$ cat src/rtl/control_sequencer.sv
// Moore control unit: fetches an instruction into IR, then steps T0..T5 to run one ALU op.
// Optional CTRL_R0_ZERO_EN: R0 is hard-wired zero, so Rin[0] is never asserted.
module control_sequencer #(
    parameter int OPW   = 5,
    parameter int RSELW = 4,
    parameter int SELW  = 32
) (
    input  logic                    Clock,
    input  logic                    Clear,
    input  logic                    Run,
    input  logic [31:0]             busMuxOut,
    output logic [SELW-1:0]         encIn,
    output logic [(1<<RSELW)-1:0]   Rin,
    output logic                    PCin,
    output logic                    MDRin,
    output logic                    Read,
    output logic                    Yin,
    output logic                    ZLOin,
    output logic                    IncPC,
    output logic                    ADD,
    output logic                    SUB,
    output logic                    AND,
    output logic                    OR,
    output logic                    NOT,
    output logic                    SHR,
    output logic                    SHRA,
    output logic                    SHL,
    output logic                    Halted
);

    localparam int NREG = 1 << RSELW;

    localparam logic [2:0] ST_IDLE = 3'd0;
    localparam logic [2:0] ST_T0   = 3'd1;
    localparam logic [2:0] ST_T1   = 3'd2;
    localparam logic [2:0] ST_T2   = 3'd3;
    localparam logic [2:0] ST_T3   = 3'd4;
    localparam logic [2:0] ST_T4   = 3'd5;
    localparam logic [2:0] ST_T5   = 3'd6;
    localparam logic [2:0] ST_HALT = 3'd7;

    localparam logic [OPW-1:0] OP_ADD  = 5'b00011;
    localparam logic [OPW-1:0] OP_SUB  = 5'b00100;
    localparam logic [OPW-1:0] OP_SHR  = 5'b00101;
    localparam logic [OPW-1:0] OP_SHRA = 5'b00110;
    localparam logic [OPW-1:0] OP_SHL  = 5'b00111;
    localparam logic [OPW-1:0] OP_AND  = 5'b01001;
    localparam logic [OPW-1:0] OP_OR   = 5'b01010;
    localparam logic [OPW-1:0] OP_NOT  = 5'b10010;
    localparam logic [OPW-1:0] OP_HALT = 5'b11011;

    localparam int ENC_ZLO = 19;
    localparam int ENC_PC  = 20;
    localparam int ENC_MDR = 21;

    logic [2:0]       state_q, state_d;
    logic [31:0]      ir_q, ir_d;

    logic [OPW-1:0]   opcode;
    logic [RSELW-1:0] ra, rb, rc;
    logic             is_alu3, is_not, is_halt;
    logic [7:0]       alu_sel;
    logic [NREG-1:0]  rin_sel;
    logic             unused_ir_low;

    assign opcode = ir_q[31 -: OPW];
    assign ra     = ir_q[31-OPW -: RSELW];
    assign rb     = ir_q[31-OPW-RSELW -: RSELW];
    assign rc     = ir_q[31-OPW-2*RSELW -: RSELW];

    // Immediate/address bits are carried in IR but unused by register-register ops.
    assign unused_ir_low = ^ir_q[31-OPW-3*RSELW:0];

    // alu_sel order: {ADD, SUB, AND, OR, NOT, SHR, SHRA, SHL}
    always_comb begin
        is_alu3 = 1'b0;
        is_not  = 1'b0;
        is_halt = 1'b0;
        alu_sel = 8'b0;
        case (opcode)
            OP_ADD:  begin is_alu3 = 1'b1; alu_sel = 8'b1000_0000; end
            OP_SUB:  begin is_alu3 = 1'b1; alu_sel = 8'b0100_0000; end
            OP_AND:  begin is_alu3 = 1'b1; alu_sel = 8'b0010_0000; end
            OP_OR:   begin is_alu3 = 1'b1; alu_sel = 8'b0001_0000; end
            OP_SHR:  begin is_alu3 = 1'b1; alu_sel = 8'b0000_0100; end
            OP_SHRA: begin is_alu3 = 1'b1; alu_sel = 8'b0000_0010; end
            OP_SHL:  begin is_alu3 = 1'b1; alu_sel = 8'b0000_0001; end
            OP_NOT:  is_not  = 1'b1;
            OP_HALT: is_halt = 1'b1;
            default: ;
        endcase
    end

    always_comb begin
        rin_sel     = '0;
        rin_sel[ra] = 1'b1;
`ifdef CTRL_R0_ZERO_EN
        rin_sel[0]  = 1'b0;
`endif
    end

    always_comb begin
        state_d = state_q;
        ir_d    = ir_q;
        case (state_q)
            ST_IDLE: if (Run) state_d = ST_T0;
            ST_T0:   state_d = ST_T1;
            ST_T1:   state_d = ST_T2;
            ST_T2: begin
                ir_d    = busMuxOut;
                state_d = ST_T3;
            end
            ST_T3: begin
                if (is_alu3)      state_d = ST_T4;
                else if (is_not)  state_d = ST_T5;
                else if (is_halt) state_d = ST_HALT;
                else              state_d = ST_T0;
            end
            ST_T4:   state_d = ST_T5;
            ST_T5:   state_d = Run ? ST_T0 : ST_IDLE;
            ST_HALT: state_d = ST_HALT;
            default: state_d = ST_IDLE;
        endcase
    end

    always_ff @(posedge Clock or negedge Clear) begin
        if (!Clear) begin
            state_q <= ST_IDLE;
            ir_q    <= '0;
        end else begin
            state_q <= state_d;
            ir_q    <= ir_d;
        end
    end

    // Moore outputs: a pure function of state and IR, so Clear zeroes them without a clock edge.
    always_comb begin
        encIn  = '0;
        Rin    = '0;
        PCin   = 1'b0;
        MDRin  = 1'b0;
        Read   = 1'b0;
        Yin    = 1'b0;
        ZLOin  = 1'b0;
        IncPC  = 1'b0;
        ADD    = 1'b0;
        SUB    = 1'b0;
        AND    = 1'b0;
        OR     = 1'b0;
        NOT    = 1'b0;
        SHR    = 1'b0;
        SHRA   = 1'b0;
        SHL    = 1'b0;
        Halted = 1'b0;
        case (state_q)
            ST_T0: begin
                encIn[ENC_PC] = 1'b1;
                IncPC         = 1'b1;
                ZLOin         = 1'b1;
            end
            ST_T1: begin
                encIn[ENC_ZLO] = 1'b1;
                PCin           = 1'b1;
                Read           = 1'b1;
                MDRin          = 1'b1;
            end
            ST_T2: encIn[ENC_MDR] = 1'b1;
            ST_T3: begin
                if (is_alu3) begin
                    encIn[rb] = 1'b1;
                    Yin       = 1'b1;
                end else if (is_not) begin
                    encIn[rb] = 1'b1;
                    NOT       = 1'b1;
                    ZLOin     = 1'b1;
                end
            end
            ST_T4: begin
                encIn[rc] = 1'b1;
                ZLOin     = 1'b1;
                {ADD, SUB, AND, OR, NOT, SHR, SHRA, SHL} = alu_sel;
            end
            ST_T5: begin
                encIn[ENC_ZLO] = 1'b1;
                Rin            = rin_sel;
            end
            ST_HALT: Halted = 1'b1;
            default: ;
        endcase
    end

endmodule

$ cat config.mk
export PLATFORM = sky130hd
export DESIGN_NAME = control_sequencer
export DESIGN_NICKNAME = d
export VERILOG_FILES = /design/src/rtl/control_sequencer.sv
export SDC_FILE = /design/constraint.sdc
export NUM_CORES = 1
export LEC_CHECK = 0
export BUFFER_PORTS_ARGS = -buffer_cell sky130_fd_sc_hd__clkbuf_2
export CELL_PAD_IN_SITES_DETAIL_PLACEMENT = 1
export CELL_PAD_IN_SITES_GLOBAL_PLACEMENT = 2
export CORE_ASPECT_RATIO = 0.6
export CORE_MARGIN = 5
export CORE_UTILIZATION = 24
export DETAILED_ROUTE_END_ITERATION = 8
export PLACE_DENSITY_LB_ADDON = 0.1
export SLEW_MARGIN = 40
export SYNTH_ARGS = -nofsm -noshare
export SYNTH_HDL_FRONTEND = slang
export SYNTH_SLANG_ARGS = --single-unit
$ cat constraint.sdc
create_clock -name Clock -period 2.5 [get_ports Clock]
set_input_delay 0.25 -clock Clock [delete_from_list [all_inputs] [get_ports Clock]]
set_output_delay 0.25 -clock Clock [all_outputs]
set_load 0.02 [all_outputs]
==> key figures, run 1 <==
Global routing
  – Overall Global Routing Usage: 12.99%
  – M1 GR Usage: 21.33%
  – Total global routing overflow: 0
  – Initial antenna violation count: 0
  – Largest net degree at the start of global routing: 21
  – Met2 usage: 17.17%
  – Vias in the first global route: 1675
  – Gr busiest metal: met1
  – First-pass GRT wire length: 8880 um
  – Met3 Use GR: 3.496%

Min path
  – Worst min path class: in -> reg

Floorplan
  – Die extent in x: 117.3 um
  – I/O pin count: 98
  – Core Box Area: 0.006705 mm2
  – Die Ht: 74.36 um
  – Row cnt: 23
  – Starting Density: 24.71%
  – Die area: 0.008719 mm2

Synthesis
  – FF+latch count, synth: 20
  – Post-synthesis average cell area: 8.081 um2
  – Sequential cell area fraction in the yosys report: 30.21%
  – Distinct cells, synth: 38
  – Post-synth EDFFs: 0
  – Top FF cell, synth: dfrtp_1
  – Cells after Synth: 205
  – Post-synthesis cell area: 0.001657 mm2
  – Synth warn: 0
  – Async S/R FF share, synth: 100.0%

STA
  – Slew @ Worst Pin: 0.5450 ns
  – Period utilization: 88.65%
  – Fmax: 451.2 MHz
  – Total negative slack: 0 ns
  – Min cycle time layout: 2.216 ns
  – Final Skew: 0.002048 ns
  – Worst slew margin: 63.67%
  – Final Hold Fails: 0
  – Unrepaired setup endpoints after global routing: no
  – Endpoints failing setup: 0
  – Final worst setup slack: 0.2837 ns
  – Pins Over Slew Limit: 0

Job
  – Max Cap Viol: 0

Clock network
  – Clock latency on the worst-skew pair: 0.26 ns
  – H-tree levels: 1
  – Sink Count: 20
  – Clk pin slew, worst setup/hold paths: 0.06 ns
  – Cts bufs inserted: 3
  – Bufs on Longest Clock Path: 2
  – Root buf cell: clkbuf_16
  – Clock tree from TritonCTS: yes

Final layout
  – Number of fill cells: 846
  – Synthesis-to-finish area growth: 28.17%
  – Nets: 305
  – Commonest non-fill, non-tap cells in the layout: clkbuf_2, nor2_1, nand2_1
  – Ant. Diodes: 0
  – Commonest non-fill, non-tap cell in the layout: clkbuf_2
  – Layout cells sized above 1: 31.60%
  – Final instance area: 0.002123 mm2

Critical path
  – Crit path required time: 2.25 ns
  – CP Data Arrival Time: 1.97 ns
  – Setup crit end kind: output port
  – Crit path kind: reg -> out
  – Crit path max fanout: 16
  – Critical path launch point type: register

Placement
  – Port bufs: 69
  – Post-DP HPWL: 4555 um
  – Pre-CTS WS: 0.5300 ns
  – Gp weighted congestion: 0.7355
  – Placed Area: 0.002008 mm2

Pwr
  – Max VDD drop: 0.4919 mV
  – Pwr dens: 1184 mW/mm2
  – Combinational Power Share: 48.2%
  – Clock network power share: 18.2%
  – Final Power: 0.002515 W
  – Part of the power in registers: 33.6%
  – Sw frac: 48.55%
  – Sw Pwr: 0.001221 W
  – Internal cell power: 0.001294 W
  – Pleak: 0.9424 nW

Run status
  – Outcome: complete, no violations

Routing
  – DRT iter0 DRCs: 91
  – Residual DRC: 0
  – Post-DRT Antenna Nets: 0
  – Total wire length: 5543 um
  – Vias/cell: 4.652
  – DR WL/cell: 15.57 um
  – DR pass1 iterations: 4
  – Vias: 1656
power by group through the flow:
stage | clock network, W | registers, W | logic, W
finish | 0.000457 | 0.000845 | 0.00121
global route | 0.000493 | 0.000903 | 0.00134
floorplan | 0 | 0.000646 | 0.00110
CTS | 0.000474 | 0.000845 | 0.00122
global placement | 0 | 0.000850 | 0.00121
detailed placement | 0 | 0.000853 | 0.00122
per-stage QoR:
step | std cells | hold WS [ns] | util (%)
2_1_floorplan | 217 | -0.04559 | -
3_3_place_gp | 351 | 0.2667 | 29.95
3_5_place_dp | 351 | 0.2672 | 29.95
4_1_cts | 356 | 0.2003 | 31.67
5_1_grt | 356 | 0.2028 | 31.67
6_report | 356 | 0.2039 | 31.67
cells in the mapped netlist (2+ instances only):
library cell | count | area (um2)
o32ai_1 | 3 | 26.28
nand2_1 | 22 | 82.58
nand3_1 | 10 | 50.05
nor3_1 | 8 | 40.04
buf_2 | 7 | 35.03
o31ai_1 | 7 | 52.55
nor2_1 | 24 | 90.09
nand4_1 | 4 | 25.02
inv_2 | 2 | 7.510
dfrtp_1 | 20 | 500.5
nand2b_1 | 9 | 56.30
nand3b_1 | 2 | 15.01
buf_4 | 18 | 135.1
nor4_1 | 3 | 18.77
xnor2_1 | 2 | 17.52
nor3b_1 | 2 | 15.01
nand4b_1 | 2 | 17.52
or3_1 | 2 | 12.51
mux2_1 | 16 | 180.2
o21ai_1 | 8 | 40.04
and3_1 | 3 | 18.77
and2_1 | 4 | 25.02
nor2b_1 | 8 | 50.05
a21oi_1 | 5 | 25.02
worst max-delay path: stages (launching register included):
cell and delay, ns:
dfrtp_1 0.56, nand3b_2 0.17, nor3_4 0.22, a21oi_2 0.05, buf_4 0.20, o32ai_1 0.29
clkbuf_2 0.22
per-layer routing:
metal	routed length, um	vias to the layer above	share of wire [%]
met4	0	0	0
met2	1997	52	36
met3	377	0	6.8
met5	0	-	0
met1	3169	783	57
li1	-	821	-
worst paths after layout:
path / cells past startpoint / slack [ns] / to / from
min in group asynchronous: 2 / 0.50 / ir_q[30] / Clear
worst max register to register: 3 / 0.89 / ir_q[21] / state_q[0]
worst min-delay path: 2 / 0.20 / ir_q[25] / busMuxOut[25]
worst min register to register: 1 / 0.57 / ir_q[23] / ir_q[23]
worst max-delay path: 6 / 0.28 / encIn[15] / ir_q[28]
max in group asynchronous: 2 / 1.63 / ir_q[17] / Clear
sequential cells by signal (all words and copies together) (netlist names):
register	count
state_q	3
ir_q	17
repair_timing:
action | 4_1_cts | 5_1_grt
endpoints found under the hold margin | 20 | 0
setup buffers | 0 | 0
resized for setup | 0 | 0
hold buffers | 1 | 0
endpoints found under the setup margin | 0 | 0
cells by family after synthesis:
kind of cell / synth area share [%]
xor+xnor: 1.058
mux: 10.88
compound gates: 11.78
buf+inv: 11.86
simple gates: 33.99
other cells: 0.2264
flops: 30.21
cell type report:
| class | count | area (um2) | area share [%] |
|---|---|---|---|
| Tap cell | 87 | 108.9 | 5.127 |
| Inverter | 3 | 11.26 | 0.5303 |
| Sequential cell | 20 | 500.5 | 23.57 |
| Clock inverter | 1 | 30.03 | 1.414 |
| Clock buffer | 3 | 75.07 | 3.536 |
| Multi-Input combinational cell | 167 | 1005 | 47.32 |
| Timing Repair Buffer | 75 | 392.9 | 18.50 |
Power figures use the tool's default switching activity.
==> run 2, diff against run 1 <==
Settings changed: ABC_AREA set to 1, CORE_UTILIZATION 24 to 23.
==> key figures, run 2 <==
Placement
  – Pre-CTS WS: 0.6084 ns
  – Gp weighted congestion: 0.7501
  – Post-DP HPWL: 5464 um
  – Port bufs: 69

Synthesis
  – Post-synthesis average cell area: 6.155 um2
  – Post-synthesis cell area: 0.001748 mm2
  – Cell taking the most area after synthesis: dfrtp_1
  – Synth top area share: 28.63%
  – Synth area leaders: dfrtp_1, nand2_1, nor2_1
  – Async S/R FF share, synth: 100.0%
  – Cells after Synth: 284
  – Synth warn: 0
  – Post-synth EDFFs: 0
  – Top FF cell, synth: dfrtp_1
  – Sequential cell area fraction in the yosys report: 28.63%
  – Most common cell in the netlist: nand2_1
  – FF+latch count, synth: 20
  – Synth cell count leaders: nand2_1, nor2_1, inv_1
  – Distinct cells, synth: 26

STA
  – Final Hold Fails: 0
  – Period utilization: 86.96%
  – Min cycle time layout: 2.174 ns
  – Slew @ Worst Pin: 0.5268 ns
  – Worst slew margin: 64.84%
  – Final Skew: 0.002070 ns
  – Unrepaired setup endpoints after global routing: no
  – Final worst setup slack: 0.3260 ns
  – Endpoints failing setup: 0
  – Total negative slack: 0 ns
  – Pins Over Slew Limit: 0
  – Fmax: 460.0 MHz
  – Hold Slack: 0.2015 ns

Critical path
  – R2R Setup Slk: 0.78 ns
  – Reg-to-reg critical path endpoint: ir_q[18]
  – Crit path kind: reg -> out
  – Critical path launch point type: register
  – CP Data Arrival Time: 1.92 ns
  – Setup crit end kind: output port
  – Reg2Reg Depth: 6
  – Crit path max fanout: 10
  – Reg2Reg Launch Point: state_q[0]
  – Crit path required time: 2.25 ns

Floorplan
  – Starting Density: 23.86%
  – I/O pin count: 98
  – Die area: 0.009500 mm2
  – Die Ht: 77.53 um
  – Row cnt: 24
  – Die extent in x: 122.5 um
  – Core Box Area: 0.007327 mm2

Final layout
  – Ant. Diodes: 0
  – Nets: 387
  – Layout cells sized above 1: 27.64%
  – Commonest non-fill, non-tap cells in the layout: nand2_1, clkbuf_2, nor2_1
  – Largest registers: ir_q (17), state_q (3)
  – Commonest non-fill, non-tap cell in the layout: nand2_1
  – Max reg flops: 17
  – Synthesis-to-finish area growth: 28.20%
  – Largest Register: ir_q

Global routing
  – Largest net degree at the start of global routing: 21
  – Initial antenna violation count: 0
  – Total global routing overflow: 0
  – Overall Global Routing Usage: 13.68%
  – Vias in the first global route: 1955
  – First-pass GRT wire length: 10440 um

Pwr
  – Pleak: 1.167 nW
  – Max VDD drop: 0.2876 mV
  – Final Power: 0.002440 W
  – Pwr dens: 1089 mW/mm2

Clock network
  – Bufs on Longest Clock Path: 2
  – Clock latency on the worst-skew pair: 0.25 ns
  – CTS resizes: 0
  – Root buf cell: clkbuf_16
  – Post-CTS Hold Fix Bufs: 1
  – Sink Count: 20
  – Cts bufs inserted: 3
  – H-tree levels: 1
  – Clock tree from TritonCTS: yes
  – # Post-CTS Setup Buffers: 0
  – Clk pin slew, worst setup/hold paths: 0.06 ns

Routing
  – DRT iter0 DRCs: 80
  – DR WL/cell: 14.21 um
  – Residual DRC: 0
  – Vias/cell: 4.327
  – Post-DRT Antenna Nets: 0
  – Total wire length: 6464 um
  – Vias: 1969
  – DR pass1 iterations: 4

Min path
  – Worst min path class: in -> reg
  – Hold Path End: ir_q[15]
  – Hold Path Stages: 3
  – Hold_sp: busMuxOut[15]

Run status
  – Outcome: complete, no violations

Job
  – Max Cap Viol: 0
run 2: how the worst max path moves through the flow:
stage	cells after the start	from	slack (ns)	to
after floorplan	5	state_q[1]	0.76	encIn[12]
after global placement	6	state_q[1]	0.57	encIn[12]
after detailed placement	5	state_q[0]	0.61	encIn[12]
after CTS	8	ir_q[30]	0.33	encIn[5]
after global routing	6	state_q[1]	0.19	SHR
final	6	state_q[1]	0.33	OR
run 2: final cells by class:
type	count	area [um2]
multi-input cells	216	1005
repair buffers	72	370.4
clock buffers	4	88.84
fillers	989	5086
inverters	39	146.4
well taps	104	130.1
flip-flops and latches	20	500.5
run 2: power by group:
| part | switching [W] | internal (W) |
|---|---|---|
| clock network | 0.000120 | 0.000244 |
| registers | 0.000204 | 0.000483 |
| logic | 0.00101 | 0.000380 |
| total | 0.00133 | 0.00111 |
run 2: through the flow:
step	instance area [um2]	std cells	utilization [%]
after detailed placement	2142	450	29.24
final	2241	455	30.58
after global routing	2241	455	30.58
after global placement	2142	450	29.24
after floorplan	1793	296	-
after CTS	2241	455	30.58
run 2: cells by family after synthesis:
group / Yosys count / share of synthesized area [%]
other: 1 / 0.2145
AO/OA/AOI/OAI: 33 / 10.45
buffers and inverters: 60 / 16.61
AND/OR/NAND/NOR: 170 / 44.09
flip-flops: 20 / 28.63
run 2: critical path, stage by stage (launching register included):
cell,delay [ns]
dfrtp_1,0.44
inv_1,0.13
nand2_1,0.17
nor2_4,0.28
inv_2,0.17
nor3_1,0.24
clkbuf_2,0.23
run 2: layer usage:
| metal | vias up | track usage (%) | routed length [um] |
|---|---|---|---|
| met5 | - | 0 | 0 |
| met4 | 0 | 0.6704 | 4 |
| met3 | 2 | 3.270 | 418 |
| met2 | 61 | 18.52 | 2437 |
| met1 | 901 | 22.34 | 3603 |
| li1 | 1005 | - | - |
==> run 3, diff against run 2 <==
Settings changed: CORE_ASPECT_RATIO 0.6 to 0.7.
==> key figures, run 3 (synthesized netlist as in run 2, its figures left out) <==
STA
  – Slew @ Worst Pin: 0.5249 ns
  – Worst slew margin: 64.97%
  – Final Skew: 0.002526 ns
  – Final Hold Fails: 0
  – Hold Slack: 0.1914 ns
  – Pins Over Slew Limit: 0
  – Min cycle time layout: 2.237 ns
  – Period utilization: 89.50%
  – Endpoints failing setup: 0
  – Unrepaired setup endpoints after global routing: no
  – Total negative slack: 0 ns
  – Fmax: 446.9 MHz

Clock network
  – Root buf cell: clkbuf_8
  – Bufs on Longest Clock Path: 2
  – Clock tree from TritonCTS: yes
  – Clock latency on the worst-skew pair: 0.26 ns
  – Cts bufs inserted: 3
  – Clk pin slew, worst setup/hold paths: 0.07 ns
  – Sink Count: 20
  – CTS resizes: 0
  – H-tree levels: 1

Run status
  – Outcome: complete, no violations

Critical path
  – Crit path required time: 2.25 ns
  – Reg2Reg Depth: 5
  – Reg-to-reg critical path endpoint: ir_q[27]
  – CP Buf/Inv Count: 2
  – Worst path max stage delay: 0.43 ns
  – CP cell instances: nor2_1 > nand3_1 > inv_1 > nand2_1 > nand3_1 > nand3_1 > nand2_1 > clkbuf_2
  – CP max-delay cell: dfrtp_1
  – Most used cell, CP: nand3_1
  – R2R Setup Slk: 0.85 ns
  – Crit path kind: reg -> out
  – Setup crit end kind: output port
  – CP Data Arrival Time: 1.99 ns
  – Top delay family on crit path: simple AND/OR/NAND/NOR gates
  – Reg2Reg Launch Point: state_q[0]
  – Critical path launch point type: register
  – Crit path max fanout: 6

Final layout
  – Layout cells sized above 1: 27.64%
  – Synthesis-to-finish area growth: 25.84%
  – Max reg flops: 17
  – Number of fill cells: 999
  – Nets: 387
  – Commonest non-fill, non-tap cells in the layout: nand2_1, clkbuf_2, nor2_1
  – Ant. Diodes: 0
  – Largest Register: ir_q
  – Commonest non-fill, non-tap cell in the layout: nand2_1
  – Largest registers: ir_q (17), state_q (3)

Routing
  – DRT iter0 DRCs: 91
  – Vias/cell: 4.365
  – Post-DRT Antenna Nets: 0
  – DR pass1 iterations: 4
  – Total wire length: 6131 um
  – DR WL/cell: 13.65 um
  – Vias: 1960
  – Residual DRC: 0

Floorplan
  – Die Ht: 82.94 um
  – Starting Density: 23.77%
  – I/O pin count: 98
  – Die extent in x: 114.2 um
  – Core Box Area: 0.007352 mm2
  – Row cnt: 26
  – Die area: 0.009471 mm2

Pwr
  – Max VDD drop: 0.2905 mV
  – Pwr dens: 1040 mW/mm2
  – Pleak: 1.152 nW

Global routing
  – Total global routing overflow: 0
  – Largest net degree at the start of global routing: 21
  – Overall Global Routing Usage: 13.66%
  – Vias in the first global route: 2061
  – Initial antenna violation count: 0
  – First-pass GRT wire length: 10700 um

Placement
  – Port bufs: 69
  – Post-DP HPWL: 5235 um
  – Gp weighted congestion: 0.7787

Min path
  – Worst min path class: in -> reg
  – Hold_sp: busMuxOut[15]
  – Hold Path Stages: 3
  – Hold Path End: ir_q[15]

Job
  – Max Cap Viol: 0
[run 3: cell counts in the layout (fill, tap and decap cells not counted)]
No cell type changed its count.
[run 3: cell type report]
class,count,area (um2),area share [%]
multi-input cells,216,1005,45.68
flip-flops and latches,20,500.5,22.75
repair buffers,72,370.4,16.84
inverters,39,146.4,6.655
well taps,98,122.6,5.575
clock buffers,4,55.05,2.503
[run 3: timing repair]
action,CTS,global route
hold endpoints to repair,20,0
buffers inserted,0,0
hold buffers,1,0
[run 3: power breakdown]
part,internal [W],switching (W),total [W]
Combinational,0.000380,0.000982,0.00136
Clock,0.000140,0.000107,0.000248
Sequential,0.000482,0.000197,0.000678
[run 3: tightest hold or removal path, cell delays in order]
cell,delay (ns)
clkbuf_2,0.07
nand2_1,0.04
nand2_1,0.05
[run 3: per-layer routing]
layer / GRT usage [%] / vias up / share of wire [%]
li1: - / 1001 / -
met1: 20.65 / 901 / 53
met2: 20.67 / 55 / 42
met3: 2.834 / 3 / 5.4
met4: 0.9709 / 0 / 0.16
met5: 0 / - / 0
[run 3: how the worst max path moves through the flow]
stage | cells after the start | slack, ns | startpoint | endpoint
finish | 8 | 0.26 | ir_q[30] | encIn[5]
global route | 8 | 0.08 | ir_q[30] | encIn[5]
CTS | 8 | 0.25 | ir_q[30] | encIn[5]
detailed placement | 8 | 0.56 | ir_q[30] | encIn[5]
global placement | 8 | 0.54 | ir_q[30] | encIn[5]
floorplan | 5 | 0.76 | state_q[1] | encIn[12]
[run 3: stage by stage]
step           setup slack, ns  util (%)  instance area (um2)  power, W  std cells
2_1_floorplan           0.7594         -                 1793  0.001691        296
3_3_place_gp            0.5437     29.03                 2135  0.002043        444
3_5_place_dp            0.5587     29.03                 2135  0.002059        444
4_1_cts                 0.2477     29.92                 2200  0.002320        449
5_1_grt                0.08166     29.92                 2200  0.002566        449
6_report                0.2625     29.92                 2200  0.002287        449
